===== src/rtl/fir_host.sv =====
// rtl/fir_host.sv - AXI initiator that programs, streams and polls one fir engine
// Sequences config writes, x/y stream forwarding and ap_done polling for one job at a time.
module fir_host #(
    parameter int pADDR_WIDTH = 12,
    parameter int pDATA_WIDTH = 32,
    parameter int Tape_Num    = 11
) (
    input  logic                   axis_clk,
    input  logic                   axis_rst,
    input  logic                   start,
    input  logic [pDATA_WIDTH-1:0] cfg_len,
    input  logic [pDATA_WIDTH-1:0] cfg_taps,
    output logic                   busy,
    output logic                   done,
    output logic                   err,
    input  logic                   coef_valid,
    output logic                   coef_ready,
    input  logic [pDATA_WIDTH-1:0] coef_data,
    input  logic                   in_valid,
    output logic                   in_ready,
    input  logic [pDATA_WIDTH-1:0] in_data,
    output logic                   out_valid,
    input  logic                   out_ready,
    output logic [pDATA_WIDTH-1:0] out_data,
    output logic                   out_last,
    output logic                   awvalid,
    input  logic                   awready,
    output logic [pADDR_WIDTH-1:0] awaddr,
    output logic                   wvalid,
    input  logic                   wready,
    output logic [pDATA_WIDTH-1:0] wdata,
    output logic                   arvalid,
    input  logic                   arready,
    output logic [pADDR_WIDTH-1:0] araddr,
    input  logic                   rvalid,
    output logic                   rready,
    input  logic [pDATA_WIDTH-1:0] rdata,
    output logic                   ss_tvalid,
    input  logic                   ss_tready,
    output logic [pDATA_WIDTH-1:0] ss_tdata,
    output logic                   ss_tlast,
    input  logic                   sm_tvalid,
    output logic                   sm_tready,
    input  logic [pDATA_WIDTH-1:0] sm_tdata,
    input  logic                   sm_tlast
);
    typedef enum logic [3:0] {
        S_IDLE, S_WR_LEN, S_WR_TAPS, S_WR_COEF, S_WR_START,
        S_STREAM, S_POLL_AR, S_POLL_R, S_DONE
    } state_t;
    typedef enum logic [1:0] {PH_WAIT, PH_AW, PH_W} phase_t;

    localparam logic [pDATA_WIDTH-1:0] ONE        = pDATA_WIDTH'(1);
    localparam logic [pDATA_WIDTH-1:0] TAPS_MAX   = pDATA_WIDTH'(Tape_Num);
    localparam logic [pADDR_WIDTH-1:0] ADDR_CTRL  = pADDR_WIDTH'('h00);
    localparam logic [pADDR_WIDTH-1:0] ADDR_LEN   = pADDR_WIDTH'('h10);
    localparam logic [pADDR_WIDTH-1:0] ADDR_TAPS  = pADDR_WIDTH'('h14);
    localparam logic [pADDR_WIDTH-1:0] ADDR_COEF  = pADDR_WIDTH'('h80);

    state_t                 state_q;
    phase_t                 phase_q;
    logic [pDATA_WIDTH-1:0] len_q, taps_q, idx_q, sent_q, rcvd_q;
    logic                   busy_q, done_q, err_q;
    logic                   awvalid_q, wvalid_q, arvalid_q, rready_q;
    logic [pADDR_WIDTH-1:0] awaddr_q;
    logic [pDATA_WIDTH-1:0] wdata_q;

    logic                   x_open, y_open, ss_fire, sm_fire, cfg_bad;
    logic [pADDR_WIDTH-1:0] coef_addr_d;

    // Stream paths are pure gating so the FIR sees zero added latency.
    assign x_open    = (state_q == S_STREAM) && (sent_q < len_q);
    assign y_open    = (state_q == S_STREAM) && (rcvd_q < len_q);
    assign ss_tvalid = x_open && in_valid;
    assign in_ready  = x_open && ss_tready;
    assign ss_tdata  = in_data;
    assign ss_tlast  = x_open && (sent_q == len_q - ONE);
    assign out_valid = y_open && sm_tvalid;
    assign sm_tready = y_open && out_ready;
    assign out_data  = sm_tdata;
    assign out_last  = y_open && (rcvd_q == len_q - ONE);
    assign ss_fire   = ss_tvalid && ss_tready;
    assign sm_fire   = out_valid && out_ready;

    assign cfg_bad     = (cfg_len == '0) || (cfg_taps == '0) || (cfg_taps > TAPS_MAX);
    assign coef_addr_d = ADDR_COEF + pADDR_WIDTH'(idx_q << 2);
    assign coef_ready  = (state_q == S_WR_COEF) && wvalid_q && wready;

    assign busy    = busy_q;
    assign done    = done_q;
    assign err     = err_q;
    assign awvalid = awvalid_q;
    assign awaddr  = awaddr_q;
    assign wvalid  = wvalid_q;
    assign wdata   = wdata_q;
    assign arvalid = arvalid_q;
    assign araddr  = ADDR_CTRL;
    assign rready  = rready_q;

    always_ff @(posedge axis_clk or posedge axis_rst) begin
        if (axis_rst) begin
            state_q   <= S_IDLE;
            phase_q   <= PH_WAIT;
            len_q     <= '0;
            taps_q    <= '0;
            idx_q     <= '0;
            sent_q    <= '0;
            rcvd_q    <= '0;
            busy_q    <= 1'b0;
            done_q    <= 1'b0;
            err_q     <= 1'b0;
            awvalid_q <= 1'b0;
            awaddr_q  <= '0;
            wvalid_q  <= 1'b0;
            wdata_q   <= '0;
            arvalid_q <= 1'b0;
            rready_q  <= 1'b0;
        end else begin
            done_q <= 1'b0;
            if (ss_fire) sent_q <= sent_q + ONE;
            if (sm_fire) begin
                rcvd_q <= rcvd_q + ONE;
                if (sm_tlast && (rcvd_q != len_q - ONE)) err_q <= 1'b1;
            end
            case (state_q)
                S_IDLE: begin
                    if (start) begin
                        if (cfg_bad) begin
                            done_q <= 1'b1;
                            err_q  <= 1'b1;
                        end else begin
                            len_q     <= cfg_len;
                            taps_q    <= cfg_taps;
                            idx_q     <= '0;
                            sent_q    <= '0;
                            rcvd_q    <= '0;
                            err_q     <= 1'b0;
                            busy_q    <= 1'b1;
                            awvalid_q <= 1'b1;
                            awaddr_q  <= ADDR_LEN;
                            wdata_q   <= cfg_len;
                            phase_q   <= PH_AW;
                            state_q   <= S_WR_LEN;
                        end
                    end
                end
                S_WR_LEN, S_WR_TAPS, S_WR_COEF, S_WR_START: begin
                    // PH_WAIT only occurs in WR_COEF, holding off AW until a coefficient is offered.
                    if (phase_q == PH_WAIT) begin
                        if (coef_valid) begin
                            awvalid_q <= 1'b1;
                            awaddr_q  <= coef_addr_d;
                            wdata_q   <= coef_data;
                            phase_q   <= PH_AW;
                        end
                    end else if (phase_q == PH_AW) begin
                        if (awready) begin
                            awvalid_q <= 1'b0;
                            wvalid_q  <= 1'b1;
                            phase_q   <= PH_W;
                        end
                    end else if (wready) begin
                        wvalid_q <= 1'b0;
                        phase_q  <= PH_WAIT;
                        case (state_q)
                            S_WR_LEN: begin
                                state_q   <= S_WR_TAPS;
                                awvalid_q <= 1'b1;
                                awaddr_q  <= ADDR_TAPS;
                                wdata_q   <= taps_q;
                                phase_q   <= PH_AW;
                            end
                            S_WR_TAPS: state_q <= S_WR_COEF;
                            S_WR_COEF: begin
                                if (idx_q == taps_q - ONE) begin
                                    state_q   <= S_WR_START;
                                    awvalid_q <= 1'b1;
                                    awaddr_q  <= ADDR_CTRL;
                                    wdata_q   <= ONE;
                                    phase_q   <= PH_AW;
                                end else begin
                                    idx_q <= idx_q + ONE;
                                end
                            end
                            S_WR_START: state_q <= S_STREAM;
                            default: state_q <= S_IDLE;
                        endcase
                    end
                end
                S_STREAM: begin
                    if ((sent_q == len_q) && (rcvd_q == len_q)) begin
                        state_q   <= S_POLL_AR;
                        arvalid_q <= 1'b1;
                    end
                end
                S_POLL_AR: begin
                    if (arready) begin
                        arvalid_q <= 1'b0;
                        rready_q  <= 1'b1;
                        state_q   <= S_POLL_R;
                    end
                end
                S_POLL_R: begin
                    if (rvalid) begin
                        rready_q <= 1'b0;
                        if (rdata[1]) begin
                            state_q <= S_DONE;
                            done_q  <= 1'b1;
                            busy_q  <= 1'b0;
                        end else begin
                            state_q   <= S_POLL_AR;
                            arvalid_q <= 1'b1;
                        end
                    end
                end
                S_DONE:  state_q <= S_IDLE;
                default: state_q <= S_IDLE;
            endcase
        end
    end
endmodule


===== config.mk =====
export PLATFORM = sky130hd
export DESIGN_NAME = fir_host
export DESIGN_NICKNAME = d
export VERILOG_FILES = /design/src/rtl/fir_host.sv
export SDC_FILE = /design/constraint.sdc
export NUM_CORES = 1
export LEC_CHECK = 0
export CAP_MARGIN = 10
export CORE_MARGIN = 2
export CORE_UTILIZATION = 47
export CTS_CLUSTER_DIAMETER = 100
export DETAILED_ROUTE_END_ITERATION = 10
export GPL_TIMING_DRIVEN = 0
export PLACE_DENSITY_LB_ADDON = 0.08
export SLEW_MARGIN = 20
export SYNTH_ARGS = -nofsm -noshare
export SYNTH_HDL_FRONTEND = slang
export SYNTH_SLANG_ARGS = --single-unit

===== constraint.sdc =====
create_clock -name axis_clk -period 8.05 [get_ports axis_clk]
set_input_delay 2.415 -clock axis_clk [delete_from_list [all_inputs] [get_ports axis_clk]]
set_output_delay 2.415 -clock axis_clk [all_outputs]
set_load 0.03 [all_outputs]

==> run summary, run 1 <==
fin cells -> 2588
Slew @ Worst Pin -> 1.22 ns
clock share of power -> 44.9%
row cnt -> 66
CP max stage cell -> nor3_1
Final period util -> 95.1%
Hold-fix buffers, CTS -> 0
setup bufs post-CTS -> 0
clock-pin slew on the worst setup and hold paths -> 0.06 ns
count of pins over their slew limit -> 0
1st-iter DRT viols -> 1198
RePlAce Congestion -> 0.952
CP Capture Type -> primary output
Sw Ratio -> 26.2%
Netlist cell types -> 75
most frequent cells in the layout -> clkdlybuf4s50_1 (229), dfrtp_1 (215), nand2_1 (170)
Initial Util -> 47.9%
Post-Route WL -> 53.7 mm
R2R depth -> 14
placed insts -> 2540
YS warnings -> 0
clk buf depth -> 3
DR WL/cell -> 20.7 um
Syn Area/Cell -> 8.47 sq um
DR vias/cell -> 5.83
# setup viols final -> 0
I/O Pins -> 339
vias in the first global route -> 14600
commonest non-fill, non-tap cell in the layout -> clkdlybuf4s50_1
Worst Path Required -> 5.64 ns
WHS Path Cells -> 1
die area -> 0.0348 sq mm
post-route setup TNS -> 0 ns
Cell Chain, Critical Path -> clkbuf_1 -> or4_1 -> clkbuf_1 -> nor3_1 -> nand3_1 -> xnor2_1 -> xnor2_1 -> nand4_1 -> or4_1 -> nor4_1 -> clkdlybuf4s50_1
Critical Path Start Type -> flop
cell area after synthesis -> 0.0157 sq mm
Hold Path Class -> reg -> reg
CTS sink cnt -> 215
core area -> 0.0327 sq mm
design area -> 0.0197 sq mm
Worst-Skew Late Latency -> 0.56 ns
Num CTS Buffers -> 26
total gr overflow -> 0
leakage power -> 0.00863 uW
Layout area overhead -> 25.9%
antenna-violating nets left -> 0
Fin Clk Skew -> 0.0207 ns
initial antenna violation count -> 0
DRT Pass-1 Iters -> 9
crit path max fanout -> 8
crit path kind -> reg -> out
DR vias -> 15100
# Max-Cap Violations -> 0
Pwr per Cell Area -> 148 mW/mm^2
post-synthesis sequential area ratio -> 34.4%
htree depth -> 1
largest net degree at the start of global routing -> 34
fraction of registers with async set/reset -> 100%
final hold vios -> 0
Total Nets Final -> 2401
share of layout cells above drive strength 1 -> 8.07%
Seq cells post-synth -> 215
internal power -> 2150 uW
Max IR drop VDD -> 156 uV
placed inst area -> 0.0187 sq mm
status -> finished, final reports clean
critical path's largest stage delay -> 0.78 ns
Root Driver -> clkbuf_16
GRT Overall Usage -> 30.1%
DP HPWL -> 42.8 mm
combinational share of power -> 15.7%
Tmin final -> 7.66 ns
slew margin rel. -> 18.5%
Top FF cell, synth -> dfrtp_1
NetSw -> 762 uW
RSZ-0062 raised after global routing -> no
I/O Buffers -> 229
number of flops mapped to enable cells by yosys -> 0
Resize count post-CTS -> 0
Residual DRC -> 0
crit path DAT -> 5.24 ns
Die Ht -> 187 um
die width -> 187 um
TritonCTS clock tree -> built
global-route wire length before repair -> 83.6 mm
Reg power frac -> 39.4%
Post-Syn Instances -> 1848
maximum clock rate -> 131 MHz
-- synth_stat cells, types with 8 or more instances --
master / instances / area share (%)
a211oi_1: 9 / 0.43
a21o_1: 28 / 1.3
a21oi_1: 84 / 2.7
a22o_1: 9 / 0.50
a31oi_1: 42 / 1.7
and2_1: 37 / 1.5
and3_1: 32 / 1.3
and4_1: 8 / 0.45
buf_4: 80 / 3.8
clkbuf_1: 88 / 2.1
dfrtp_1: 215 / 34
ha_1: 70 / 5.6
inv_1: 75 / 1.8
mux2_1: 29 / 2.1
mux2i_1: 15 / 0.96
nand2_1: 170 / 4.1
nand2b_1: 13 / 0.52
nand3_1: 84 / 2.7
nand3b_1: 8 / 0.38
nand4_1: 65 / 2.6
nor2_1: 110 / 2.6
nor3_1: 42 / 1.3
nor3b_1: 8 / 0.38
nor4_1: 48 / 1.9
o211ai_1: 10 / 0.48
o21ai_0: 112 / 3.6
or2_2: 12 / 0.48
or3_1: 56 / 2.2
or4_1: 35 / 1.7
xnor2_1: 110 / 6.2
xor2_1: 35 / 2.0
-- power groups by stage --
stage / Clock, uW / Sequential (uW) / Combinational (uW)
6_report: 1310 / 1150 / 457
5_1_grt: 1360 / 1150 / 480
4_1_cts: 1320 / 1150 / 460
3_5_place_dp: 0 / 1170 / 459
3_3_place_gp: 0 / 1170 / 446
2_1_floorplan: 0 / 1250 / 143
-- critical path, delay by kind of cell, from the launching register on --
family,cells,cell delay (ns)
DFF,1,0.35
xor gates and xnor gates,2,0.44
and+or+nand+nor,6,2.72
buffers and inverters,3,1.18
-- layout make-up --
type | count | area (sq um)
Timing Repair Buffer | 237 | 2470
Multi-Input combinational cell | 1389 | 9040
Clock inverter | 8 | 170
Clock buffer | 39 | 800
Inverter | 75 | 285
Buffer | 182 | 1020
Tap cell | 442 | 553
Fill cell | 2961 | 13000
Antenna cell | 1 | 2.50
Sequential cell | 215 | 5380
-- per-layer routing --
metal | share of wire, % | global-route usage (%) | wire length [um] | vias to the layer above
met4 | 4.0 | 11.1 | 2170 | 0
li1 | - | - | - | 7140
met5 | 0 | 0 | 0 | -
met2 | 50 | 52.7 | 26600 | 515
met3 | 5.1 | 3.05 | 2730 | 119
met1 | 41 | 38.8 | 22200 | 7308
-- cells by family after synthesis --
kind of cell	share of synthesized area (%)
AOI/OAI and AO/OA	13.9
xor gates and xnor gates	8.69
adders and majority gates	5.60
buffers and inverters	8.31
DFF	34.4
muxes	3.55
other	0.0240
and+or+nand+nor	25.5
-- state kept, by name, indices dropped and copies added, names as in the netlist, 2 cells and up --
register and count:
taps_q 32, awaddr 10, wdata 32, len_q 32
rcvd_q 32, sent_q 32, phase_q 2, state_q 4
idx_q 32
-- through the flow --
step | util (%) | setup WS [ns] | hold WS, ns | power [uW]
after CTS | 60.2 | 0.357 | 0.487 | 2930
after detailed placement | 57.3 | 0.943 | 0.474 | 1630
after global placement | 56.7 | 1.01 | 0.468 | 1610
after floorplan | - | 1.73 | 0.497 | 1400
final | 60.3 | 0.391 | 0.485 | 2910
after global routing | 60.3 | 0.121 | 0.513 | 3000
-- path summary, 6_finish.rpt --
check | startpoint | end | slack, ns
setup reg to reg | len_q[19] | idx_q[29] | 2.03
min in group asynchronous | axis_rst | awaddr[10] | 2.14
hold reg to reg | wdata[2] | wdata[2] | 0.49
hold / removal | wdata[2] | wdata[2] | 0.49
setup / recovery | len_q[5] | ss_tlast | 0.39
max in group asynchronous | axis_rst | rcvd_q[22] | 4.77
Note: power is estimated with default switching activity, not from simulation.
==> run 2: changes to the inputs <==
PLACE_DENSITY_LB_ADDON = 0.05   (was 0.08)
==> run 2 against run 1 <==
  * First-iteration DRC count increased by 6.3%
  * Clock power decreased by 5%
  * Global-route usage increased by 0.47 points
  * Total power decreased by 1.8%
  * Worst setup slack got worse by 0.0053 ns
  * Wire length increased by 1.0%
  * Design area decreased by 0.40%
  * Die area unchanged
  * Critical path type unchanged
  * Largest cell class unchanged
  * Largest power group unchanged
==> run summary, run 2 (same netlist as run 1, synthesis figures left out) <==
status -> finished, final reports clean
hold path startpoint -> wdata[15]
htree depth -> 1
Fin Hold WS -> 0.488 ns
die area -> 0.0348 sq mm
antenna-violating nets left -> 0
DR vias -> 15200
Post-Route WL -> 54.2 mm
crit path kind -> reg -> out
CTS sink cnt -> 215
Final Core Density -> 60.0%
commonest non-fill, non-tap cell in the layout -> clkdlybuf4s50_1
GRT Overall Usage -> 30.6%
Reg power frac -> 40.2%
crit path max fanout -> 9
Num CTS Buffers -> 26
die width -> 187 um
CP Capture Type -> primary output
Root Driver -> clkbuf_16
DP HPWL -> 42.9 mm
R2R depth -> 14
maximum clock rate -> 130 MHz
Worst Path Required -> 5.64 ns
vias in the first global route -> 15100
count of pins over their slew limit -> 0
pre-CTS setup slack -> 0.971 ns
largest net degree at the start of global routing -> 34
# setup viols final -> 0
clock-pin slew on the worst setup and hold paths -> 0.06 ns
Worst-Skew Late Latency -> 0.56 ns
I/O Pins -> 339
Hold Path Class -> reg -> reg
Tmin final -> 7.66 ns
initial antenna violation count -> 2
TritonCTS clock tree -> built
setup bufs post-CTS -> 0
slew margin rel. -> 28.1%
clock share of power -> 43.8%
global-route wire length before repair -> 84.6 mm
1st-iter DRT viols -> 1273
internal power -> 2100 uW
RSZ-0062 raised after global routing -> no
share of layout cells above drive strength 1 -> 8.02%
post-route worst setup slack -> 0.386 ns
worst reg2reg endpoint -> idx_q[17]
Layout area overhead -> 25.4%
Initial Util -> 47.9%
Residual DRC -> 0
Critical Path Start Type -> flop
WHS Path Cells -> 1
Die Ht -> 187 um
CP delay by family, top -> simple AND/OR/NAND/NOR gates
core area -> 0.0327 sq mm
RePlAce Congestion -> 0.956
CP max stage cell -> nor3_1
NetSw -> 761 uW
combinational share of power -> 16.0%
DR vias/cell -> 5.86
Cell Chain, Critical Path -> clkbuf_1 -> or4_1 -> clkbuf_1 -> nor3_1 -> nand3_1 -> xnor2_1 -> xnor2_1 -> nand4_1 -> or4_1 -> nor4_1 -> clkdlybuf4s50_1
Slew @ Worst Pin -> 1.08 ns
I/O Buffers -> 229
Sw Ratio -> 26.6%
DR WL/cell -> 21.0 um
most frequent cells in the layout -> clkdlybuf4s50_1 (229), dfrtp_1 (215), nand2_1 (170)
post-route setup TNS -> 0 ns
Hold-fix buffers, CTS -> 0
Inserted Diodes -> 0
r2r setup slk -> 2.21 ns
crit path DAT -> 5.25 ns
total gr overflow -> 0
leakage power -> 0.00860 uW
DRT Pass-1 Iters -> 7
power after layout -> 2860 uW
Fin Clk Skew -> 0.0186 ns
clk buf depth -> 3
row cnt -> 66
critical path's largest stage delay -> 0.88 ns
# Max-Cap Violations -> 0
Hold EP -> wdata[15]
final hold vios -> 0
Final period util -> 95.2%
Max IR drop VDD -> 170 uV
Resize count post-CTS -> 0
Total Nets Final -> 2400
CP Buf/Inv Count -> 3
FF-to-FF Start -> len_q[19]
Pwr per Cell Area -> 146 mW/mm^2
run 2: changes by cell type in the layout (fill, tap and decap cells not counted), sizes merged:
| cell | change |
|---|---|
| clkinvlp | -1 |
| diode | -1 |
| clkinv | +4 |
| buf | -1 |
| clkbuf | -1 |
| bufinv | -1 |
run 2: how the worst max path moves through the flow:
stage | depth (start not counted) | slack (ns) | startpoint | endpoint
6_report | 11 | 0.39 | len_q[6] | ss_tlast
5_1_grt | 11 | 0.07 | len_q[5] | ss_tlast
4_1_cts | 11 | 0.37 | len_q[5] | ss_tlast
3_5_place_dp | 11 | 0.97 | len_q[5] | ss_tlast
3_3_place_gp | 2 | 1.01 | axis_rst | rcvd_q[25]
2_1_floorplan | 10 | 1.73 | len_q[5] | ss_tlast
run 2: power by group through the flow:
stage	Combinational (uW)	Clock [uW]	Sequential, uW
detailed placement	459	0	1170
floorplan	143	0	1250
CTS	462	1270	1150
global route	480	1310	1160
finish	458	1250	1150
global placement	447	0	1170
run 2: metrics by stage:
step	instance area, sq um	instances
final	19600	2587
after global routing	19600	2587
after CTS	19600	2587
after detailed placement	18700	2539
after global placement	18600	2532
after floorplan	15700	1861
run 2: cell type report:
type | instances | area (sq um)
fillers | 3011 | 13100
multi-input cells | 1389 | 9040
flip-flops and latches | 215 | 5380
repair buffers | 236 | 2430
plain buffers | 182 | 1020
clock buffers | 38 | 776
well taps | 442 | 553
inverters | 75 | 285
clock inverters | 10 | 153
run 2: routing by layer:
| layer | vias up | GRT usage, % | routed length (um) |
|---|---|---|---|
| li1 | 7144 | - | - |
| met1 | 7408 | 38.5 | 22500 |
| met2 | 466 | 53.8 | 26800 |
| met3 | 141 | 2.69 | 2220 |
| met4 | 0 | 13.5 | 2680 |
| met5 | - | 0 | 0 |
==> run 3: changes to the inputs <==
CORE_ASPECT_RATIO = 0.6   (was default)
CTS_BUF_LIST = sky130_fd_sc_hd__clkbuf_16   (was default)
SLEW_MARGIN = default   (was 20)
==> run 3 against run 2 <==
  * Wire length up 15%
  * Total power down 8.1%
  * Sequential share of layout area up 0.39 points
  * Critical endpoint unchanged
==> run summary, run 3 (same netlist as run 1, synthesis figures left out) <==
crit path kind -> reg -> out
GRT Overall Usage -> 35.2%
RSZ-0062 raised after global routing -> no
Layout area overhead -> 23.7%
row cnt -> 51
r2r setup slk -> 2.06 ns
Resize count post-CTS -> 0
placed insts -> 2546
DR WL/cell -> 24.1 um
FF-to-FF Start -> len_q[19]
DRT Pass-1 Iters -> 6
Hold Path Class -> reg -> reg
Tmin final -> 7.98 ns
pre-CTS setup slack -> 0.614 ns
RePlAce Congestion -> 1.07
R2R depth -> 14
CTS sink cnt -> 215
most frequent cells in the layout -> clkdlybuf4s50_1 (229), dfrtp_1 (215), nand2_1 (170)
core area -> 0.0326 sq mm
die width -> 240 um
Final Core Density -> 59.4%
post-route worst setup slack -> 0.0744 ns
status -> finished, final reports clean
Total Nets Final -> 2398
# setup viols final -> 0
clk buf depth -> 3
I/O Buffers -> 229
vias in the first global route -> 14400
DR vias/cell -> 6.11
Max IR drop VDD -> 143 uV
Initial Util -> 48.0%
setup bufs post-CTS -> 0
htree depth -> 1
Worst-Skew Late Latency -> 0.54 ns
DP HPWL -> 50.4 mm
Fin Clk Skew -> 0.0176 ns
Critical Path Start Type -> flop
Final period util -> 99.1%
initial antenna violation count -> 0
largest net degree at the start of global routing -> 43
Cell Chain, Critical Path -> inv_1 -> ha_1 -> nor4b_1 -> nand3_1 -> nor3_1 -> xnor2_1 -> xnor2_1 -> nor4_1 -> nand4_1 -> or4_1 -> nor4_1 -> clkdlybuf4s50_1
Worst Path Required -> 5.64 ns
CP max stage cell -> clkdlybuf4s50_1
I/O Pins -> 339
maximum clock rate -> 125 MHz
CP Capture Type -> primary output
global-route wire length before repair -> 91.9 mm
die area -> 0.0348 sq mm
Pwr per Cell Area -> 136 mW/mm^2
count of pins over their slew limit -> 0
fillers -> 2968
fin cells -> 2587
hold path startpoint -> wdata[11]
commonest non-fill, non-tap cell in the layout -> clkdlybuf4s50_1
TritonCTS clock tree -> built
Post-Route WL -> 62.5 mm
DR vias -> 15800
crit path max fanout -> 8
Num CTS Buffers -> 23
crit path DAT -> 5.56 ns
post-route setup TNS -> 0 ns
Slew @ Worst Pin -> 1.19 ns
1st-iter DRT viols -> 1835
WHS Path Cells -> 1
leakage power -> 0.00847 uW
worst reg2reg endpoint -> idx_q[24]
Die Ht -> 145 um
# Max-Cap Violations -> 0
Residual DRC -> 0
clock-pin slew on the worst setup and hold paths -> 0.07 ns
Hold-fix buffers, CTS -> 0
antenna-violating nets left -> 0
share of layout cells above drive strength 1 -> 7.35%
final hold vios -> 0
Root Driver -> clkbuf_16
critical path's largest stage delay -> 0.75 ns
total gr overflow -> 0
Hold EP -> wdata[11]
slew margin rel. -> 19.8%
run 3: worst max path at each step:
stage / slack, ns / end / from / depth (start not counted)
5_1_grt: 0.05 / ss_tlast / len_q[1] / 12
2_1_floorplan: 1.73 / ss_tlast / len_q[5] / 10
3_3_place_gp: 0.62 / out_last / len_q[5] / 11
4_1_cts: 0.09 / ss_tlast / len_q[5] / 11
3_5_place_dp: 0.61 / sent_q[9] / cfg_taps[13] / 9
6_report: 0.07 / ss_tlast / len_q[1] / 12
run 3: metrics by stage:
| stage | hold slack [ns] | power (uW) | instance area, sq um |
|---|---|---|---|
| after floorplan | 0.497 | 1400 | 15700 |
| after global placement | 0.465 | 1620 | 18600 |
| after detailed placement | 0.476 | 1630 | 18700 |
| after CTS | 0.490 | 2640 | 19300 |
| after global routing | 0.505 | 2710 | 19400 |
| final | 0.483 | 2630 | 19400 |
run 3: area by class of cell:
class / count / area, sq um / area share [%]
clock inverters: 15 / 98.8 / 0.510
repair buffers: 237 / 2410 / 12.5
multi-input cells: 1389 / 9030 / 46.6
flip-flops and latches: 215 / 5380 / 27.8
inverters: 75 / 285 / 1.47
diodes: 1 / 2.50 / 0.0129
plain buffers: 182 / 1020 / 5.27
clock buffers: 23 / 576 / 2.97
well taps: 450 / 563 / 2.91
run 3: metal layers:
metal,wire (um),up-vias,share of wire [%],track usage [%]
met3,9300,77,15,12.3
met5,0,-,0,0
li1,-,7130,-,-
met2,22200,1033,36,42.6
met1,29700,7567,47,57.7
met4,1300,0,2.1,7.06
run 3: power breakdown:
group	internal (uW)	switching [uW]	total, uW	leakage (uW)
Sequential	1120	27.4	1150	0.00279
Clock	549	475	1020	0.000338
Combinational	210	247	457	0.00535
run 3: worst max-delay path, delay by kind of cell (launching register included):
kind,cells,cell delay (ns)
simple gates,7,3.01
buf+inv,2,0.91
flops,1,0.42
xor+xnor,2,0.38
fa+ha+maj,1,0.26
